### src/rtl/cpu_pkg.sv
// ----------------------------------------------------------------------------
// cpu_pkg
//   Shared definitions for the single-bus CPU control path: opcode values,
//   the sequencer state encoding and the packed control word that the step
//   decoder produces and the sequencer drives onto its output ports.
// ----------------------------------------------------------------------------
package cpu_pkg;

    localparam int OPC_W = 5;

    // Opcodes, IR[31:27]
    localparam logic [OPC_W-1:0] OP_LD        = 5'd0;
    localparam logic [OPC_W-1:0] OP_LDI       = 5'd1;
    localparam logic [OPC_W-1:0] OP_ST        = 5'd2;
    localparam logic [OPC_W-1:0] OP_ALU_FIRST = 5'd3;   // register ALU ops 3..10
    localparam logic [OPC_W-1:0] OP_ALU_LAST  = 5'd10;
    localparam logic [OPC_W-1:0] OP_IMM_FIRST = 5'd11;  // immediate ALU ops 11..13
    localparam logic [OPC_W-1:0] OP_IMM_LAST  = 5'd13;
    localparam logic [OPC_W-1:0] OP_MUL       = 5'd14;
    localparam logic [OPC_W-1:0] OP_DIV       = 5'd15;
    localparam logic [OPC_W-1:0] OP_BRX       = 5'd18;
    localparam logic [OPC_W-1:0] OP_HALT      = 5'd27;

    localparam logic [OPC_W-1:0] ALU_ADD      = 5'd3;

    typedef enum logic [3:0] {
        S_RST, T0, T1, T2, T3, T4, T5, T6, T7, S_HALT, S_FAULT
    } state_e;

    typedef struct packed {
        logic             pc_out;
        logic             zlow_out;
        logic             zhigh_out;
        logic             mdr_out;
        logic             c_out;
        logic             r_out;
        logic             mar_en;
        logic             mdr_en;
        logic             ir_en;
        logic             y_en;
        logic             z_en;
        logic             pc_en;
        logic             hi_en;
        logic             lo_en;
        logic             con_en;
        logic             gra;
        logic             grb;
        logic             grc;
        logic             r_in;
        logic             ba_out;
        logic             inc_pc;
        logic             read;
        logic             write;
        logic [OPC_W-1:0] alu_op;
        logic             run;
        logic             fault;
    } ctrl_t;

    function automatic logic is_alu_reg(input logic [OPC_W-1:0] op);
        return (op >= OP_ALU_FIRST) && (op <= OP_ALU_LAST);
    endfunction

    function automatic logic is_alu_imm(input logic [OPC_W-1:0] op);
        return (op >= OP_IMM_FIRST) && (op <= OP_IMM_LAST);
    endfunction

    function automatic logic is_mem_op(input logic [OPC_W-1:0] op);
        return op <= OP_ST;
    endfunction

    function automatic logic is_muldiv(input logic [OPC_W-1:0] op);
        return (op == OP_MUL) || (op == OP_DIV);
    endfunction

endpackage

### src/rtl/seq_step_decode.sv
// ----------------------------------------------------------------------------
// seq_step_decode
//   Purely combinational control-word decode for the step sequencer.
//   Ports:
//     state_i    current sequencer step
//     opc_i      opcode latched at the end of T2
//     con_ff_i   branch condition flag (only consulted by brx in T6)
//     ctrl_o     raw control word (mdr_en not yet gated by mem_ready)
//     mem_wait_o high when the current step waits on the memory handshake
// ----------------------------------------------------------------------------
module seq_step_decode
    import cpu_pkg::*;
(
    input  state_e           state_i,
    input  logic [OPC_W-1:0] opc_i,
    input  logic             con_ff_i,
    output ctrl_t            ctrl_o,
    output logic             mem_wait_o
);

    // NOTE: every output of a combinational block gets a default first;
    // without it any path that skips an assignment infers a latch.
    always_comb begin
        ctrl_o     = '0;
        mem_wait_o = 1'b0;
        case (state_i)
            T0: begin
                ctrl_o.pc_out = 1'b1;
                ctrl_o.mar_en = 1'b1;
                ctrl_o.inc_pc = 1'b1;
            end
            T1: begin
                ctrl_o.read   = 1'b1;
                ctrl_o.mdr_en = 1'b1;
                mem_wait_o    = 1'b1;
            end
            T2: begin
                ctrl_o.mdr_out = 1'b1;
                ctrl_o.ir_en   = 1'b1;
            end
            T3: begin
                if (is_alu_reg(opc_i) || is_alu_imm(opc_i)) begin
                    ctrl_o.grb = 1'b1; ctrl_o.r_out = 1'b1; ctrl_o.y_en = 1'b1;
                end else if (is_mem_op(opc_i)) begin
                    ctrl_o.grb = 1'b1; ctrl_o.ba_out = 1'b1; ctrl_o.y_en = 1'b1;
                end else if (is_muldiv(opc_i)) begin
                    ctrl_o.gra = 1'b1; ctrl_o.r_out = 1'b1; ctrl_o.y_en = 1'b1;
                end else if (opc_i == OP_BRX) begin
                    ctrl_o.gra = 1'b1; ctrl_o.r_out = 1'b1; ctrl_o.con_en = 1'b1;
                end
            end
            T4: begin
                if (is_alu_reg(opc_i)) begin
                    ctrl_o.grc = 1'b1; ctrl_o.r_out = 1'b1;
                    ctrl_o.z_en = 1'b1; ctrl_o.alu_op = opc_i;
                end else if (is_alu_imm(opc_i)) begin
                    ctrl_o.c_out = 1'b1; ctrl_o.z_en = 1'b1; ctrl_o.alu_op = opc_i;
                end else if (is_mem_op(opc_i)) begin
                    // effective address = base + displacement
                    ctrl_o.c_out = 1'b1; ctrl_o.z_en = 1'b1; ctrl_o.alu_op = ALU_ADD;
                end else if (is_muldiv(opc_i)) begin
                    ctrl_o.grb = 1'b1; ctrl_o.r_out = 1'b1;
                    ctrl_o.z_en = 1'b1; ctrl_o.alu_op = opc_i;
                end else if (opc_i == OP_BRX) begin
                    ctrl_o.pc_out = 1'b1; ctrl_o.y_en = 1'b1;
                end
            end
            T5: begin
                if (is_alu_reg(opc_i) || is_alu_imm(opc_i) || opc_i == OP_LDI) begin
                    ctrl_o.zlow_out = 1'b1; ctrl_o.gra = 1'b1; ctrl_o.r_in = 1'b1;
                end else if (opc_i == OP_LD || opc_i == OP_ST) begin
                    ctrl_o.zlow_out = 1'b1; ctrl_o.mar_en = 1'b1;
                end else if (is_muldiv(opc_i)) begin
                    ctrl_o.zlow_out = 1'b1; ctrl_o.lo_en = 1'b1;
                end else if (opc_i == OP_BRX) begin
                    ctrl_o.c_out = 1'b1; ctrl_o.z_en = 1'b1; ctrl_o.alu_op = ALU_ADD;
                end
            end
            T6: begin
                if (opc_i == OP_LD) begin
                    ctrl_o.read = 1'b1; ctrl_o.mdr_en = 1'b1; mem_wait_o = 1'b1;
                end else if (opc_i == OP_ST) begin
                    ctrl_o.gra = 1'b1; ctrl_o.r_out = 1'b1; ctrl_o.mdr_en = 1'b1;
                end else if (is_muldiv(opc_i)) begin
                    ctrl_o.zhigh_out = 1'b1; ctrl_o.hi_en = 1'b1;
                end else if (opc_i == OP_BRX && con_ff_i) begin
                    // branch taken: PC <= PC + displacement
                    ctrl_o.pc_en = 1'b1; ctrl_o.zlow_out = 1'b1;
                end
            end
            T7: begin
                if (opc_i == OP_LD) begin
                    ctrl_o.mdr_out = 1'b1; ctrl_o.gra = 1'b1; ctrl_o.r_in = 1'b1;
                end else if (opc_i == OP_ST) begin
                    ctrl_o.write = 1'b1; mem_wait_o = 1'b1;
                end
            end
            S_FAULT: ctrl_o.fault = 1'b1;
            default: ;
        endcase
        ctrl_o.run = (state_i != S_RST) && (state_i != S_HALT) && (state_i != S_FAULT);
    end

endmodule

### src/rtl/control_sequencer.sv
// ----------------------------------------------------------------------------
// control_sequencer
//   Hardwired step sequencer for the single-bus datapath. Holds the step
//   register, the opcode latch and (optionally) the memory wait counter;
//   seq_step_decode turns step + opcode into the control word.
//   Optional feature macro: SEQ_MEM_HANDSHAKE_EN
//     defined   : memory steps stall on mem_ready_i, timeout -> S_FAULT
//     undefined : mem_ready_i ignored, memory steps last one cycle, fault 0
//   Ports:
//     clock_i, clear_i        clock, synchronous active-high reset
//     ir_i                    instruction register (opcode = ir_i[31:27])
//     con_ff_i, mem_ready_i   branch flag, memory done strobe
//     *_out_o                 one-hot bus drive selects
//     *_en_o                  register load enables
//     gra/grb/grc/r_in/ba_out GPR select strobes
//     inc_pc/read/write       PC increment, memory request
//     alu_op_o, run_o, fault_o
// ----------------------------------------------------------------------------
module control_sequencer
    import cpu_pkg::*;
#(
    parameter int MEM_TIMEOUT = 15
) (
    input  logic             clock_i,
    input  logic             clear_i,
    input  logic [31:0]      ir_i,
    input  logic             con_ff_i,
    input  logic             mem_ready_i,
    output logic             pc_out_o,
    output logic             zlow_out_o,
    output logic             zhigh_out_o,
    output logic             mdr_out_o,
    output logic             c_out_o,
    output logic             r_out_o,
    output logic             mar_en_o,
    output logic             mdr_en_o,
    output logic             ir_en_o,
    output logic             y_en_o,
    output logic             z_en_o,
    output logic             pc_en_o,
    output logic             hi_en_o,
    output logic             lo_en_o,
    output logic             con_en_o,
    output logic             gra_o,
    output logic             grb_o,
    output logic             grc_o,
    output logic             r_in_o,
    output logic             ba_out_o,
    output logic             inc_pc_o,
    output logic             read_o,
    output logic             write_o,
    output logic [OPC_W-1:0] alu_op_o,
    output logic             run_o,
    output logic             fault_o
);

    state_e           state_q, state_d;
    logic [OPC_W-1:0] opc_q, opc_d;
    ctrl_t            ctrl_raw, ctrl;
    logic             mem_wait;
    logic             mem_go;
    logic             timeout;
    logic             unused_ir;

    assign unused_ir = ^ir_i[31-OPC_W:0];

    seq_step_decode u_decode (
        .state_i    (state_q),
        .opc_i      (opc_q),
        .con_ff_i   (con_ff_i),
        .ctrl_o     (ctrl_raw),
        .mem_wait_o (mem_wait)
    );

`ifdef SEQ_MEM_HANDSHAKE_EN
    localparam int CNT_W = $clog2(MEM_TIMEOUT + 1);
    logic [CNT_W-1:0] cnt_q, cnt_d;

    assign mem_go  = mem_ready_i;
    assign timeout = (cnt_q == CNT_W'(MEM_TIMEOUT));

    // Counts stalled cycles of the current wait step; any exit clears it.
    always_comb begin
        cnt_d = '0;
        if (mem_wait && !mem_go && !timeout)
            cnt_d = cnt_q + CNT_W'(1);
    end

    always_ff @(posedge clock_i) begin
        if (clear_i) cnt_q <= '0;
        else         cnt_q <= cnt_d;
    end

    // MDR loads only on the cycle the memory reports done, so a stalled
    // read captures exactly once.
    always_comb begin
        ctrl        = ctrl_raw;
        ctrl.mdr_en = ctrl_raw.mdr_en & (~mem_wait | mem_ready_i);
    end
`else
    logic [2:0] unused_cfg;

    assign mem_go     = 1'b1;
    assign timeout    = 1'b0;
    assign unused_cfg = {mem_ready_i, ctrl_raw.fault, (MEM_TIMEOUT != 0)};

    always_comb begin
        ctrl       = ctrl_raw;
        ctrl.fault = 1'b0;
    end
`endif

    always_comb begin
        state_d = state_q;
        opc_d   = opc_q;
        case (state_q)
            S_RST: state_d = T0;
            T0:    state_d = T1;
            T1:    state_d = T2;
            T2: begin
                state_d = T3;
                opc_d   = ir_i[31 -: OPC_W];
            end
            T3: begin
                if (opc_q == OP_HALT)
                    state_d = S_HALT;
                else if (is_alu_reg(opc_q) || is_alu_imm(opc_q) || is_mem_op(opc_q) ||
                         is_muldiv(opc_q) || opc_q == OP_BRX)
                    state_d = T4;
                else
                    state_d = T0;
            end
            T4: state_d = T5;
            T5: begin
                if (is_alu_reg(opc_q) || is_alu_imm(opc_q) || opc_q == OP_LDI)
                    state_d = T0;
                else
                    state_d = T6;
            end
            T6:      state_d = (opc_q == OP_LD || opc_q == OP_ST) ? T7 : T0;
            T7:      state_d = T0;
            S_HALT:  state_d = S_HALT;
            S_FAULT: state_d = S_FAULT;
            default: state_d = S_RST;
        endcase

        // A wait step holds until memory is done; a ready on the timeout
        // cycle still advances normally.
        if (mem_wait && !mem_go)
            state_d = timeout ? S_FAULT : state_q;
    end

    // NOTE: sequential state uses non-blocking assignments so every register
    // samples the pre-edge value of its neighbours.
    always_ff @(posedge clock_i) begin
        if (clear_i) begin
            state_q <= S_RST;
            opc_q   <= '0;
        end else begin
            state_q <= state_d;
            opc_q   <= opc_d;
        end
    end

    assign pc_out_o    = ctrl.pc_out;
    assign zlow_out_o  = ctrl.zlow_out;
    assign zhigh_out_o = ctrl.zhigh_out;
    assign mdr_out_o   = ctrl.mdr_out;
    assign c_out_o     = ctrl.c_out;
    assign r_out_o     = ctrl.r_out;
    assign mar_en_o    = ctrl.mar_en;
    assign mdr_en_o    = ctrl.mdr_en;
    assign ir_en_o     = ctrl.ir_en;
    assign y_en_o      = ctrl.y_en;
    assign z_en_o      = ctrl.z_en;
    assign pc_en_o     = ctrl.pc_en;
    assign hi_en_o     = ctrl.hi_en;
    assign lo_en_o     = ctrl.lo_en;
    assign con_en_o    = ctrl.con_en;
    assign gra_o       = ctrl.gra;
    assign grb_o       = ctrl.grb;
    assign grc_o       = ctrl.grc;
    assign r_in_o      = ctrl.r_in;
    assign ba_out_o    = ctrl.ba_out;
    assign inc_pc_o    = ctrl.inc_pc;
    assign read_o      = ctrl.read;
    assign write_o     = ctrl.write;
    assign alu_op_o    = ctrl.alu_op;
    assign run_o       = ctrl.run;
    assign fault_o     = ctrl.fault;

endmodule
### config.mk
export PLATFORM = sky130hd
export DESIGN_NAME = control_sequencer
export DESIGN_NICKNAME = d
export VERILOG_FILES = /design/src/rtl/cpu_pkg.sv /design/src/rtl/seq_step_decode.sv /design/src/rtl/control_sequencer.sv
export SDC_FILE = /design/constraint.sdc
export NUM_CORES = 1
export LEC_CHECK = 0
export BUFFER_PORTS_ARGS = -buffer_cell sky130_fd_sc_hd__clkbuf_2
export CORE_ASPECT_RATIO = 1.75
export CORE_UTILIZATION = 41
export CTS_BUF_LIST = sky130_fd_sc_hd__clkbuf_16
export DETAILED_ROUTE_END_ITERATION = 7
export PLACE_DENSITY = 0.8
export SYNTH_ARGS = -nofsm -noshare
export SYNTH_HDL_FRONTEND = slang
export SYNTH_SLANG_ARGS = --single-unit
### constraint.sdc
create_clock -name clock_i -period 1.8 [get_ports clock_i]
set_input_delay 0.09 -clock clock_i [delete_from_list [all_inputs] [get_ports clock_i]]
set_output_delay 0.09 -clock clock_i [all_outputs]
set_load 0.005 [all_outputs]
======== Yosys cells after proc, flatten, opt, wreduce, memory -nomap -nowiden ========
Cells that the tools add are included.
word-level totals
  register bits after elaboration ......... 9
  input bits .............................. 36
  output and inout bits ................... 30
  word-level logic and storage cells ...... 122
cells by class
  magnitude comparators ................... 5
  eq/ne operators ......................... 18
  mux-type cells .......................... 81
  reductions and logical operators ........ 16
operators by type and width
  operator                                                            number
  two-way mux 1 bit                                                   48
  one-hot mux 4 bit (10 select lines)                                 1
  two-way mux 5 bit                                                   7
  one-hot mux 1 bit (2 select lines)                                  11
  equality test 4 x 3 -> 1 bit (second input constant)                4
  two-way mux 2 bit                                                   7
  equality test 4 bit (second input constant)                         3
  equality test 5 x 4 -> 1 bit (second input constant)                2
  equality test 5 bit (second input constant)                         2
  less-or-equal comparator 5 x 4 -> 1 bit (second input constant)     2
  one-hot mux 5 bit (2 select lines)                                  1
  equality test 4 x 2 -> 1 bit (second input constant)                2
  two-way mux 4 bit                                                   2
  != test 4 bit (second input constant)                               2
  logical OR 1 bit                                                    7
  two-way mux 3 bit                                                   2
  equality test 5 x 1 -> 1 bit (second input constant)                1
  equality test 5 x 2 -> 1 bit (second input constant)                1
  greater-or-equal comparator 5 x 2 -> 1 bit (second input constant)  1
  greater-or-equal comparator 5 x 4 -> 1 bit (second input constant)  1
  less-or-equal comparator 5 x 2 -> 1 bit (second input constant)     1
  logical AND 1 bit                                                   5
  zero test 5 bit                                                     1
  equality test 4 x 1 -> 1 bit (second input constant)                1
  other kinds (5)                                                     5

======== Longest topological paths before layout ========
  depth after elaboration ................. 9
  mapped depth ............................ 6
  depth with buffers taken out ............ 4

======== Modules after synthesis ========
From an unflattened synthesis, not the netlist that was laid out.
second synthesis, totals
  cell total of the unflattened synthesis .. 144
  area, all modules ....................... 987.2 µm²
by module, submodules not included
  module             times used  cells an instance  area an instance (µm²)  sequential area each (µm²)
  seq_step_decode    1           96                 540.5                   0.0
  control_sequencer  1           48                 446.7                   180.2

======== Least setup slack after synthesis ========
No wires, ideal clock.
  path type ............................... reg2reg
  start ................................... register state_q[2]
  end ..................................... register state_q[3]
  library setup time ...................... 0.103 ns
  arrival ................................. 1.423 ns
  required time ........................... 1.697 ns
  setup slack ............................. 0.274 ns
  stages on the path, launching flop included .. 5
  buffers on the path ..................... 0
  clock period less this slack ............ 1.526 ns
  path through ............................ dfxtp_1 > or3b_4 > nor4_2 > a211oi_1 > a2111oi_2
between the ends
  word-level cells in the longest chain between the ends .. 3
  elaborated cells between the ends (all ways) .. 13
  classes of those cells .................. eq/ne: 10; mux: 1; reduce/logical: 2
RTL lines
  item                                                           RTL line                  RTL
  start: declaration                                             control_sequencer.sv:57   state_e state_q, state_d;
  start signal: assignment                                       control_sequencer.sv:160  state_q <= state_d;
  equality test 4 bit / zero test 4 bit (equally long branches)  -
  OR reduction 2 bit (no line)                                   -
  one-hot mux 4 bit (10 select lines) (*)                        control_sequencer.sv:116  case (state_q)
Every way passes the cells marked *; elsewhere a longest branch is shown, timed or not.
A chain may end at the register's enable or synchronous reset.

======== Worst setup path in the final report ========
  start ................................... register opc_q[3]
  end ..................................... output port zlow_out_o
between the ends
  word-level cells in the longest chain between the ends .. 7
  elaborated cells between the ends (all ways) .. 25
  classes of those cells .................. order compare: 4; eq/ne: 5; mux: 8; reduce/logical: 8
RTL lines
  item                                    RTL line                  RTL
  start: declaration                      control_sequencer.sv:58   logic [OPC_W-1:0] opc_q, opc_d;
  start signal: assignment                control_sequencer.sv:161  opc_q <= opc_d;
  equality test 5 bit                     seq_step_decode.sv:86     end else if (opc_i == OP_BRX && con_ff_i) begin
  logical AND 1 bit                       seq_step_decode.sv:86
  two-way mux 1 bit                       seq_step_decode.sv:86
  two-way mux 1 bit                       seq_step_decode.sv:84     end else if (is_muldiv(opc_i)) begin
  two-way mux 2 bit                       seq_step_decode.sv:82     end else if (opc_i == OP_ST) begin
  two-way mux 2 bit                       seq_step_decode.sv:80     if (opc_i == OP_LD) begin
  one-hot mux 1 bit (2 select lines) (*)  seq_step_decode.sv:26     case (state_i)
  end: declaration                        control_sequencer.sv:30   output logic zlow_out_o,
Marks and branches as above.

==> flow_metrics.env <==
export IMPL_status="finished, violations left"
export IMPL_violations="negative setup slack"
export IMPL_fmax_ghz=0.545
export IMPL_ir_drop_uv=817
export IMPL_nNetsFinal=230
export IMPL_pre_cts_slack_ps=147
export IMPL_start_util=0.445
export IMPL_async_reset_ff_frac=0
export IMPL_totalWireLength_um=3130
export IMPL_r2r_end="state_q[2]$_SDFF_PP0_"
export IMPL_rsz0062_at_grt="true"
export IMPL_clock_sinks=9
export IMPL_die_h_um=65.9
export IMPL_fin_cells=217
export IMPL_yosysWarnings=0
export IMPL_synth_ff_type="dfxtp_1"
export IMPL_grt_first_pass_wirelength_um=4990
export IMPL_switchingPower_mw=0.293
export IMPL_crit_start="opc_q[3]$_SDFFE_PP0P_"
export IMPL_final_cell_mix="clkbuf_2, nor2_1, buf_4"
export IMPL_cts_max_path_buffers=2
export IMPL_dr_wl_met2_um=1720
export IMPL_crit_family="simple AND/OR/NAND/NOR gates"
export IMPL_r2r_cells=5
export IMPL_rows=22
export IMPL_fin_ws_ps=-36.3
export IMPL_grt_pass1_vias=1186
export IMPL_worstPathRequired_ps=1710
export IMPL_endpoint_kind="primary output"
export IMPL_mostFrequentLayoutCell="clkbuf_2"
export IMPL_min_delay_start="ir_i[28]"
export IMPL_p_per_area_nw_per_um2=655
export IMPL_holdWs_ps=91.2
export IMPL_min_period_over_period=1.02
export IMPL_vias=1288
export IMPL_p_sw_frac=0.311
export IMPL_dpl_hpwl_um=2180
export IMPL_path_max_fanout=2
export IMPL_ys_seq_area_frac=0.188
export IMPL_grt_start_max_net_pins=18
export IMPL_worst_ep_arrival_time_ps=1750
export IMPL_post_route_util=0.670
export IMPL_finClkSkew_ps=0.622
export IMPL_power_internal_mw=0.650
export IMPL_ant_nets=0
export IMPL_crit_cells=5
export IMPL_gp_congestion=0.839
export IMPL_cts_buffers=3
export IMPL_crit_end="zlow_out_o"
export IMPL_drive_gt1_frac=0.435
export IMPL_pwr_share_comb=0.353
export IMPL_startpoint_type="register"
export IMPL_grt_ovfl_total=0
export IMPL_antenna_found_initial=0
export IMPL_wl_per_cell_um=14.4
export IMPL_root_buffer="clkbuf_16"
export IMPL_setup_viol=3
export IMPL_final_max_slew_viol_count=0
export IMPL_power_frac_seq=0.244
export IMPL_max_stage_delay_ps=570
export IMPL_drcViolationCount=0
export IMPL_dpl_cell_area_um2=1220
export IMPL_dr_pass1_iters=4
export IMPL_cts_hold_buf=0
export IMPL_max_cap_violations=0
export IMPL_clock_latency_ps=230
export IMPL_path_cells="or4b_4 -> nor3_4 -> and4_1 -> a31o_2 -> clkbuf_2"
export IMPL_dpl_cell_count=208
export IMPL_synth_seq_cells=9
export IMPL_synth_edf_count=0
export IMPL_pin_count=66
export IMPL_syn_to_final_growth_pct=50.5
export IMPL_whs_path_depth=3
export IMPL_timing_rr_start="opc_q[3]$_SDFFE_PP0P_"
export IMPL_drt_iter0_drc=38
export IMPL_portBuffers=35
export IMPL_pwr_share_clk=0.404
export IMPL_path_buf_inv=1
export IMPL_min_path_type="primary input to register"
export IMPL_cts_max_level=1
export IMPL_power_leakage_nw=0.649
export IMPL_wl_met3_um=153
export IMPL_crit_type="register to primary output"
export IMPL_tritoncts="yes"
export IMPL_synth_area_um2=956
export IMPL_postSynthAreaPerCell_um2=6.50
export IMPL_die_w_um=38.5
export IMPL_core_um2=2150
export IMPL_r2r_slack_ps=170
export IMPL_syn_inst=147
export IMPL_yosysUniqueCellTypes=41
export IMPL_min_period_ps=1840
export IMPL_m1WireLength_um=1140
export IMPL_diodes=0
export IMPL_path_clk_slew_ps=40
export IMPL_via_per_inst=5.94
export IMPL_hold_viol_final=0
export IMPL_cp_slowest_cell="or4b_4"
export IMPL_die_area_um2=2540
export IMPL_top_layer_used="met4"
export IMPL_stdcell_area_um2=1440
export IMPL_grt_usage=0.266
## cells in the mapped netlist, types with 2 or more instances
cell type / number / area share
nor2b_1: 4 / 0.026
inv_1: 5 / 0.020
dfxtp_1: 9 / 0.19
o311ai_0: 2 / 0.018
nand2_1: 14 / 0.055
buf_2: 2 / 0.010
nor4_1: 7 / 0.046
or3_1: 2 / 0.013
buf_1: 4 / 0.016
buf_4: 3 / 0.024
a21oi_1: 15 / 0.079
nand2b_1: 2 / 0.013
o21ai_0: 5 / 0.026
and4_1: 2 / 0.018
nor2_1: 19 / 0.075
clkbuf_1: 7 / 0.027
o31ai_1: 2 / 0.016
or2_2: 2 / 0.013
nor3_1: 6 / 0.031
mux2i_1: 5 / 0.052
nand3_1: 9 / 0.047
or4b_1: 2 / 0.021
## cell families after synthesis
logic type / count (synthesis) / share of synthesized area
other cells: 1 / 0.00392
xor+xnor: 2 / 0.0183
mux: 5 / 0.0524
simple gates: 75 / 0.415
buf+inv: 21 / 0.0969
compound gates: 34 / 0.225
flops: 9 / 0.188
## power groups by stage
stage	clock network [mW]	logic (mW)	registers [mW]
floorplan	0	0.182	0.229
finish	0.380	0.333	0.230
global route	0.403	0.365	0.231
detailed placement	0	0.295	0.230
global placement	0	0.284	0.229
CTS	0.390	0.310	0.227
## state kept, by name (all words and copies together) (netlist names)
name and flops:
opc_q 5, state_q 4
## cell type report
type / instances / area (µm²)
multi-input combinational: 118 / 774
clock inverter: 1 / 3.75
clock buffer: 3 / 75.1
timing repair buffer: 57 / 355
tap: 24 / 30.0
fill: 195 / 708
inverter: 5 / 18.8
sequential: 9 / 181
## how the worst min path moves through the flow
stage                            end  slack (ps)
6_report       opc_q[1]$_SDFFE_PP0P_          90
3_5_place_dp   opc_q[1]$_SDFFE_PP0P_         340
5_1_grt        opc_q[1]$_SDFFE_PP0P_         120
3_3_place_gp   opc_q[2]$_SDFFE_PP0P_         320
4_1_cts        opc_q[1]$_SDFFE_PP0P_          90
2_1_floorplan  opc_q[0]$_SDFFE_PP0P_         240
## routing by layer
metal	up-vias	global-route usage
met5	-	0
met4	0	0.194
met3	13	0.0539
li1	618	-
met1	594	0.281
met2	63	0.438
## worst reg2reg max path, stage by stage, from the launching register on
cell	delay (ps)
dfxtp_2	310
or4b_4	580
buf_6	160
a21oi_1	210
o31ai_1	90
nor4_1	180
## per-stage QoR
step                      power (mW)  TNS (ps)
final                          0.943     -73.0
after CTS                      0.927     -6.34
after global placement         0.513         0
after global routing           0.999      -381
after floorplan                0.410         0
after detailed placement       0.524         0
## repair_timing
item                                   4_1_cts  5_1_grt
gates cloned                                 0        0
pin swaps                                    1        4
resized for setup                           13       15
setup buffers                                0        5
setup endpoints to repair                    8       11
endpoints found under the hold margin        0        0
(Power assumes the default switching activity.)
